--- src/rtl/pq_pkg.sv ---
// rtl/pq_pkg.sv - shared types and constants for the priority queue and its scheduler
// Purpose: key/value pair type, queue sizing, idle pair constant and scheduler state type.
// Ports: none (package).
package pq_pkg;

  localparam int KEY_W       = 8;
  localparam int VAL_W       = 8;
  localparam int PQ_CAPACITY = 8;
  localparam int PQ_CNT_W    = $clog2(PQ_CAPACITY + 1);

  typedef struct packed {
    logic [KEY_W-1:0] key;
    logic [VAL_W-1:0] val;
  } kv_t;

  localparam logic [KEY_W-1:0] KEYINF = '1;
  localparam logic [VAL_W-1:0] VAL0   = '0;

  // Pair driven on the queue input and held on the response bus when idle.
  localparam kv_t KV_IDLE = '{key: KEYINF, val: VAL0};

  typedef enum logic {SCH_RUN, SCH_FLUSH} sched_state_t;

endpackage

--- src/rtl/pq_rr_pick.sv ---
// rtl/pq_rr_pick.sv - rotating-priority one-hot picker
// Purpose: grant the first eligible requester searching i_ptr, i_ptr+1, ... mod NREQ.
// Ports:
//   i_eligible  NREQ    requesters that may be granted this cycle
//   i_ptr       PTR_W   index with highest priority
//   o_gnt       NREQ    one-hot grant (zero when nothing is eligible)
//   o_idx       PTR_W   encoded index of the grant
//   o_any       1       a grant was made
module pq_rr_pick #(
  parameter int NREQ  = 4,
  parameter int PTR_W = (NREQ > 1) ? $clog2(NREQ) : 1
) (
  input  logic [NREQ-1:0]  i_eligible,
  input  logic [PTR_W-1:0] i_ptr,
  output logic [NREQ-1:0]  o_gnt,
  output logic [PTR_W-1:0] o_idx,
  output logic             o_any
);

  logic [31:0]      w_pos;
  logic [PTR_W-1:0] w_j;

  always_comb begin
    o_gnt = '0;
    o_idx = '0;
    o_any = 1'b0;
    w_pos = '0;
    w_j   = '0;
    for (int k = 0; k < NREQ; k++) begin
      // Wrap the search position without a modulo so NREQ need not be a power of two.
      w_pos = 32'(i_ptr) + 32'(k);
      if (w_pos >= 32'(NREQ)) begin
        w_pos = w_pos - 32'(NREQ);
      end
      w_j = PTR_W'(w_pos);
      if (!o_any && i_eligible[w_j]) begin
        o_any      = 1'b1;
        o_gnt[w_j] = 1'b1;
        o_idx      = w_j;
      end
    end
  end

endmodule

--- src/rtl/pq_rr_sched.sv ---
// rtl/pq_rr_sched.sv - round-robin scheduler sharing one two-phase priority queue
// Purpose: arbitrate enqueue/dequeue/replace requests from NREQ requesters onto one queue,
//   return dequeued pairs to their requester, track occupancy and drain on flush.
// Ports:
//   clk, rst                 clock, synchronous active-high reset
//   req_enq/req_deq/req_kv   per-requester requests (enq & deq = replace) and insert pair
//   gnt                      one-hot grant in the issue cycle (combinational)
//   rsp_valid/rsp_kv         one-cycle response pulse and dequeued pair
//   flush/flushing/flush_done  drain command, drain-in-progress, drain-complete pulse
//   count                    queue occupancy
//   pq_enq/pq_deq/pq_kvi     queue command side
//   pq_kvo/pq_full/pq_empty/pq_busy  queue status side
module pq_rr_sched
  import pq_pkg::*;
#(
  parameter int NREQ = 4
) (
  input  logic                clk,
  input  logic                rst,
  input  logic [NREQ-1:0]     req_enq,
  input  logic [NREQ-1:0]     req_deq,
  input  kv_t  [NREQ-1:0]     req_kv,
  output logic [NREQ-1:0]     gnt,
  output logic [NREQ-1:0]     rsp_valid,
  output kv_t                 rsp_kv,
  input  logic                flush,
  output logic                flushing,
  output logic                flush_done,
  output logic [PQ_CNT_W-1:0] count,
  output logic                pq_enq,
  output logic                pq_deq,
  output kv_t                 pq_kvi,
  input  kv_t                 pq_kvo,
  input  logic                pq_full,
  input  logic                pq_empty,
  input  logic                pq_busy
);

  localparam int PTR_W = (NREQ > 1) ? $clog2(NREQ) : 1;

  sched_state_t        r_state;
  sched_state_t        w_state_nxt;
  logic [PTR_W-1:0]    r_ptr;
  logic [PQ_CNT_W-1:0] r_count;
  logic [NREQ-1:0]     r_rsp_valid;
  kv_t                 r_rsp_kv;

  logic [NREQ-1:0]     w_elig;
  logic [NREQ-1:0]     w_pick_gnt;
  logic [PTR_W-1:0]    w_idx;
  logic                w_pick_any;
  logic                w_issue;
  logic                w_arb;
  logic                w_grant;
  logic                w_grant_enq;
  logic                w_grant_deq;
  logic                w_flush_deq;

  // Enq-only needs room; deq and replace need a head to remove.
  for (genvar g = 0; g < NREQ; g++) begin : g_elig
    assign w_elig[g] = (req_enq[g] & ~req_deq[g] & ~pq_full) | (req_deq[g] & ~pq_empty);
  end

  pq_rr_pick #(
    .NREQ  (NREQ),
    .PTR_W (PTR_W)
  ) u_pick (
    .i_eligible (w_elig),
    .i_ptr      (r_ptr),
    .o_gnt      (w_pick_gnt),
    .o_idx      (w_idx),
    .o_any      (w_pick_any)
  );

  // The queue only accepts a command in its idle phase; reset suppresses all commands.
  assign w_issue = ~rst & ~pq_busy;

  always_ff @(posedge clk) begin
    if (rst) begin
      r_state <= SCH_RUN;
    end else begin
      r_state <= w_state_nxt;
    end
  end

  always_comb begin
    w_state_nxt = r_state;
    w_arb       = 1'b0;
    w_flush_deq = 1'b0;
    flushing    = 1'b0;
    flush_done  = 1'b0;
    case (r_state)
      SCH_RUN: begin
        w_arb = w_issue;
        if (flush) begin
          w_state_nxt = SCH_FLUSH;
        end
      end
      SCH_FLUSH: begin
        flushing = 1'b1;
        if (w_issue) begin
          if (pq_empty) begin
            flush_done  = 1'b1;
            w_state_nxt = SCH_RUN;
          end else begin
            w_flush_deq = 1'b1;
          end
        end
      end
      default: w_state_nxt = SCH_RUN;
    endcase
  end

  assign w_grant     = w_arb & w_pick_any;
  assign w_grant_enq = w_grant & req_enq[w_idx];
  assign w_grant_deq = w_grant & req_deq[w_idx];

  assign gnt    = w_grant ? w_pick_gnt : '0;
  assign pq_enq = w_grant_enq;
  assign pq_deq = w_grant_deq | w_flush_deq;
  assign pq_kvi = w_grant ? req_kv[w_idx] : KV_IDLE;

  always_ff @(posedge clk) begin
    if (rst) begin
      r_ptr       <= '0;
      r_count     <= '0;
      r_rsp_valid <= '0;
      r_rsp_kv    <= KV_IDLE;
    end else begin
      if (w_grant) begin
        r_ptr <= (w_idx == PTR_W'(NREQ - 1)) ? '0 : w_idx + 1'b1;
      end
      // pq_kvo is the head before this cycle's removal, i.e. the pair being dequeued.
      r_rsp_valid <= w_grant_deq ? w_pick_gnt : '0;
      if (w_grant_deq) begin
        r_rsp_kv <= pq_kvo;
      end
      // Replace leaves occupancy unchanged; the guards keep count from wrapping.
      if (pq_enq && !pq_deq && r_count != PQ_CNT_W'(PQ_CAPACITY)) begin
        r_count <= r_count + 1'b1;
      end else if (pq_deq && !pq_enq && r_count != '0) begin
        r_count <= r_count - 1'b1;
      end
    end
  end

  assign count     = r_count;
  assign rsp_valid = r_rsp_valid;
  assign rsp_kv    = r_rsp_kv;

  a_count_full: assert property (@(posedge clk) disable iff (rst)
    (r_count == PQ_CNT_W'(PQ_CAPACITY)) == pq_full);

endmodule

--- config.mk ---
export PLATFORM = sky130hd
export DESIGN_NAME = pq_rr_sched
export DESIGN_NICKNAME = d
export VERILOG_FILES = /design/src/rtl/pq_pkg.sv /design/src/rtl/pq_rr_pick.sv /design/src/rtl/pq_rr_sched.sv
export SDC_FILE = /design/constraint.sdc
export NUM_CORES = 1
export LEC_CHECK = 0
export ABC_CLOCK_PERIOD_IN_PS = 9500
export BUFFER_PORTS_ARGS = -buffer_cell sky130_fd_sc_hd__buf_2
export CORE_AREA = 2 2 76 78
export CTS_BUF_LIST = sky130_fd_sc_hd__clkbuf_2
export CTS_CLUSTER_SIZE = 24
export DETAILED_ROUTE_END_ITERATION = 12
export DIE_AREA = 0 0 78 80
export PLACE_DENSITY_LB_ADDON = 0.05
export SLEW_MARGIN = 20
export SYNTH_ARGS = -nofsm -noshare
export SYNTH_HDL_FRONTEND = slang
export SYNTH_SLANG_ARGS = --single-unit
--- constraint.sdc ---
create_clock -name clk -period 9.5 [get_ports clk]
set_input_delay 0 -clock clk [delete_from_list [all_inputs] [get_ports clk]]
set_output_delay 0 -clock clk [all_outputs]
set_load 0.05 [all_outputs]
### Yosys cells after proc, flatten, opt, wreduce, memory -nomap -nowiden

Cells that the tools add are included.

* register bits: 27
* bits of input ports: 94
* output and inout bits: 48

* add/sub/neg operators: 10
* $lt $le $gt $ge: 13
* eq/ne operators: 2
* mux-type cells: 54
* bitwise operators: 34
* reductions and logical operators: 19

Operators with widths (count)
* $bmux W16 S2: 1
* $mux W16: 2
* $mux W4: 7
* $mux W1: 24
* $mux W2: 9
* $and A1 B1 Y1: 16
* $lt A2 B3 Y1 const B: 5
* $bmux W1 S2: 6
* $or A4 B4 Y4: 3
* $logic_and A1 B1 Y1: 11
* $not A1 Y1: 10
* $ge A3 B3 Y1 const B: 3
* $demux W1 S2: 4
* $ge A2 B1 Y1 const B: 4
* $sub A2 B1 Y2 const B: 4
* $add A2 B2 Y3 const B: 2
* $logic_not A1 Y1: 5
* $or A1 B1 Y1: 5
* $add A4 B1 Y4 const B: 1
* $ne A4 B4 Y1 const B: 1
* $reduce_bool A4 Y1: 1
* $sub A4 B1 Y4 const B: 1
* $add A2 B1 Y3 const B: 1
* $ge A2 B3 Y1 const B: 1
* 5 further kinds: 5

### Logic depth before layout (Yosys ltp)

* depth after elaboration: 24
* mapped depth: 16

### Modules after synthesis

Synthesis repeated with hierarchy kept, for this count alone.

* cells, all modules: 229
* area, all modules: 2210.9 µm²

Modules (own cells, without submodules)
* pq_rr_sched: times used 1, cells each 184, area an instance 1789.2 µm², sequential area each 540.5 µm²
* pq_rr_pick: times used 1, cells each 45, area an instance 421.7 µm², sequential area each 0.0 µm²

### Worst setup path after synthesis

OpenSTA, ideal clock, no wires.

* kind: reg-to-reg
* start: register r_ptr[0]
* end: register r_count[3] (netlist: count[3])
* library setup time: 0.077 ns
* arrival: 4.214 ns
* data required time: 9.423 ns
* setup slack: 5.209 ns
* cell stages (with the launch flop): 17
* buffers on the path: 1
* clock period less this slack: 4.291 ns
* cell sequence: dfxtp_1 bufinv_8 ha_1 bufbuf_16 mux4_2 o21ai_2 mux2_2 and4_2 a2111oi_1 nand2b_1 ha_1 a21o_1 a21oi_1 nand2b_1 a31oi_1 mux2i_1 o22ai_1

* longest elaborated chain between the ends: 22
* elaborated cells between the ends (all ways): 53

Ends and longest elaborated chain
* start, declared: line pq_rr_sched.sv:43 `logic [PTR_W-1:0] r_ptr;`
* start signal, assigned: line pq_rr_sched.sv:131 `r_ptr <= (w_idx == PTR_W'(NREQ - 1)) ? '0 : w_idx + 1'b1;`
* parallel branches: the longest is 22 deep, another holds $add A2 B1 Y3
* end signal, assigned: line pq_rr_sched.sv:140 `r_count <= r_count + 1'b1;`
* end signal, assigned: line pq_rr_sched.sv:142 `r_count <= r_count - 1'b1;`
* end, declared: line pq_rr_sched.sv:44 `logic [PQ_CNT_W-1:0] r_count;`

Several ways; the timed one is not identified. The select of a mux whose other input is x is not followed.
A chain may end at the register's enable or synchronous reset.

### Final worst setup path

Ends and elaborated chain as after synthesis.

==> flow_summary.yaml <==
run_status:
  status: "complete, no violations"
yosys:
  syn_avg_cell_area_um2: 8.80
  yosys-top-cells-area: "dfxtp_1 (20%), mux2i_1 (11%), a211oi_1 (4.5%)"
  synthArstFlopShare_pct: 0
  syn-num-nets: 404
  synth_top_cell_by_area: "dfxtp_1"
  ys_seq_area_share_pct: 20.3
  yosys_most_used_dff: "dfxtp_1"
  synth_enable_flop_cells: 0
  synth_cell_types: 70
  synth_area_um2: 2660
  yosys.area.top_type_share_pct: 20.3
  yosys_warnings: 0
  synth_cells: 302
  synth-seq-cells: 27
global_route:
  grt_pass1_wl_mm: 12.9
  grtUsageTotal_pct: 25.6
  grt-ovfl-total: 0
  antenna_found_initial: 0
  grt_pass1_vias: 2841
  grt_max_degree: 35
cts:
  clkTransAtPathRegs_ns: 0.28
  cts_setup_buffers: 0
  cts-root-buf: "clkbuf_2"
  ctsHoldBuffers: 17
  cts_buffer_depth: 2
  h-tree-depth: 1
  cts_resized: 0
  cts_tree: "done"
  clk_latency_ns: 0.37
  cts.sinks: 27
  cts_buffers: 3
setup_path:
  rr_startpoint: "r_ptr[0]$_SDFFE_PP0N_"
  worstPathRequired_ns: 9.84
  crit_path_end_kind: "flop"
  r2r_cells: 15
  r2r_end: "count[3]$_SDFFE_PP0P_"
  crit_chain: "bufinv_8 > ha_1 > mux4_2 > o21ai_2 > mux2_2 > and4_2 > a2111oi_1 > nand2b_1 > ha_1 > a21o_1 > a21oi_1 > nand2b_1 > a31oi_1 > mux2i_1 > o22ai_1"
  crit_path_max_incr_delay_ns: 0.99
  cp-startpoint: "r_ptr[0]$_SDFFE_PP0N_"
  crit_fanout: 25
  r2r_setup_slack_ns: 4.34
  critical_path_arrival_ns: 5.50
  critPathSlowestCell: "dfxtp_1"
  startpoint_type: "flop"
  crit_type: "reg -> reg"
drt:
  wl_mm: 7.89
  ant_nets: 0
  dr.pass1.iters: 4
  wl_per_cell_um: 15.1
  route.detailed.drc: 0
  via_per_inst: 5.48
  vias: 2854
  drt-initial-drc-count: 163
pwr:
  p_leak_uw: 0.00159
  finalPower_uw: 499
  ir_worst_vdd_mv: 0.122
  pwr_density_cell_nw_per_um2: 141
die:
  rows: 27
  initial_core_util_pct: 49.2
  chipHeight_um: 80
  fp.dieW_um: 78
  die_area_um2: 6240
  core_um2: 5410
  ioPinCount: 142
timing:
  hold_viol_final: 0
  period_share_pct: 54.3
  tns_ns: 0
  layout_setup_ws_ns: 4.34
  drv_slew: 0
  clock_skew_ns: 0.00609
  min_period_ns: 5.16
  fmax_mhz: 194
  rsz0062_at_grt: "no"
  slew_headroom_pct: 39.1
  worst_pin_slew_ns: 0.913
  finalSetupViolCount: 0
placement:
  gp_congestion: 0.888
  dpl.hpwl_mm: 6.04
  post-place-ws_ns: 4.43
  port_buffers: 141
run:
  maxCapViolCount: 0
layout:
  n_antenna_cell: 0
  final_cell_mix: "buf_2 (141), nand2_1 (29), mux2i_1 (29)"
  layout.nets: 552
  syn_to_final_growth_pct: 33.1
  layout_commonest_cell: "buf_2"
  fin_util_pct: 65.4
  drive_gt1_share_pct: 42.5
min_path:
  min_delay_path_depth: 2
  min_to: "rsp_kv[2]$_SDFFE_PP0P_"
  hp-class: "in -> reg"
  hold_start: "rst"
[critical path: cells and delay by family (launching register included)]
kind / cells / cell delay (ns)
compound gates: 6 / 1.56
flops: 1 / 0.99
mux: 3 / 0.94
fa+ha+maj: 2 / 0.73
simple gates: 3 / 0.55
buf+inv: 1 / 0.34
[metal layers]
layer | part of all wire [%] | vias up | wire length (um) | global-route usage, %
li1 | - | 1420 | - | -
met4 | 2.1 | 0 | 162 | 8.42
met5 | 0 | - | 0 | 0
met3 | 7.0 | 14 | 551 | 5.32
met1 | 42 | 1307 | 3300 | 31.0
met2 | 49 | 113 | 3880 | 45.1
[cell families after synthesis]
logic type                 after synthesis  synth area share [%]
muxes                                   46                  20.6
xor gates and xnor gates                 1                 0.330
buffers and inverters                   23                  7.25
adders and majority gates                8                  4.05
DFF                                     27                  20.3
and+or+nand+nor                        121                  25.1
AOI/OAI and AO/OA                       76                  22.3
[how the worst max path moves through the flow]
| stage | endpoint | slack (ns) | depth (start not counted) |
|---|---|---|---|
| finish | count[3]$_SDFFE_PP0P_ | 4.34 | 15 |
| floorplan | count[3]$_SDFFE_PP0P_ | 5.21 | 16 |
| global placement | count[3]$_SDFFE_PP0P_ | 4.58 | 15 |
| CTS | count[3]$_SDFFE_PP0P_ | 4.38 | 15 |
| global route | count[3]$_SDFFE_PP0P_ | 3.94 | 15 |
| detailed placement | count[3]$_SDFFE_PP0P_ | 4.43 | 15 |
[registers in the layout, indices dropped and copies added (netlist names)]
register,cells
r_ptr,2
rsp_kv,16
r_state,1
count,4
rsp_valid,4
[cell usage after synthesis, drive strengths merged (2+ instances only)]
cell     count
nor3         6
a221oi       5
nand2b       6
nand4        3
mux2        11
o2111ai      2
inv          4
a21o         4
a21oi       10
ha           7
nor3b        3
nor2        29
or3b         2
nor2b       15
bufbuf       2
nor4         3
nand3        4
clkbuf      14
buf          2
o21ai       12
a22oi        5
and2         8
a211o        8
a211oi      17
and4         2
mux4         5
a2111oi      2
dfxtp       27
and2b        3
nand2       31
mux2i       30
[power breakdown]
| group | switching [uW] | leakage [uW] | internal, uW | total (uW) |
|---|---|---|---|---|
| combinational | 190 | 0.00136 | 120 | 310 |
| clock | 37.5 | 0.0000126 | 9.74 | 47.3 |
| sequential | 15.7 | 0.000220 | 127 | 142 |
| total | 243 | 0.00159 | 256 | 499 |
[layout make-up]
class | instances | area [um^2]
tap | 72 | 90.1
inverter | 5 | 32.5
fill | 495 | 1870
sequential | 27 | 541
clock inverter | 1 | 7.51
multi-input combinational | 252 | 1940
timing repair buffer | 161 | 906
clock buffer | 3 | 15.0
[per-stage QoR]
stage	cells	hold WS, ns	cell area, um^2
final	521	0.0496	3540
after global routing	521	0.0264	3540
after CTS	520	0.0179	3510
after detailed placement	499	0.206	3320
after global placement	499	0.201	3320
after floorplan	302	0.118	2660
(Power assumes the default switching activity.)
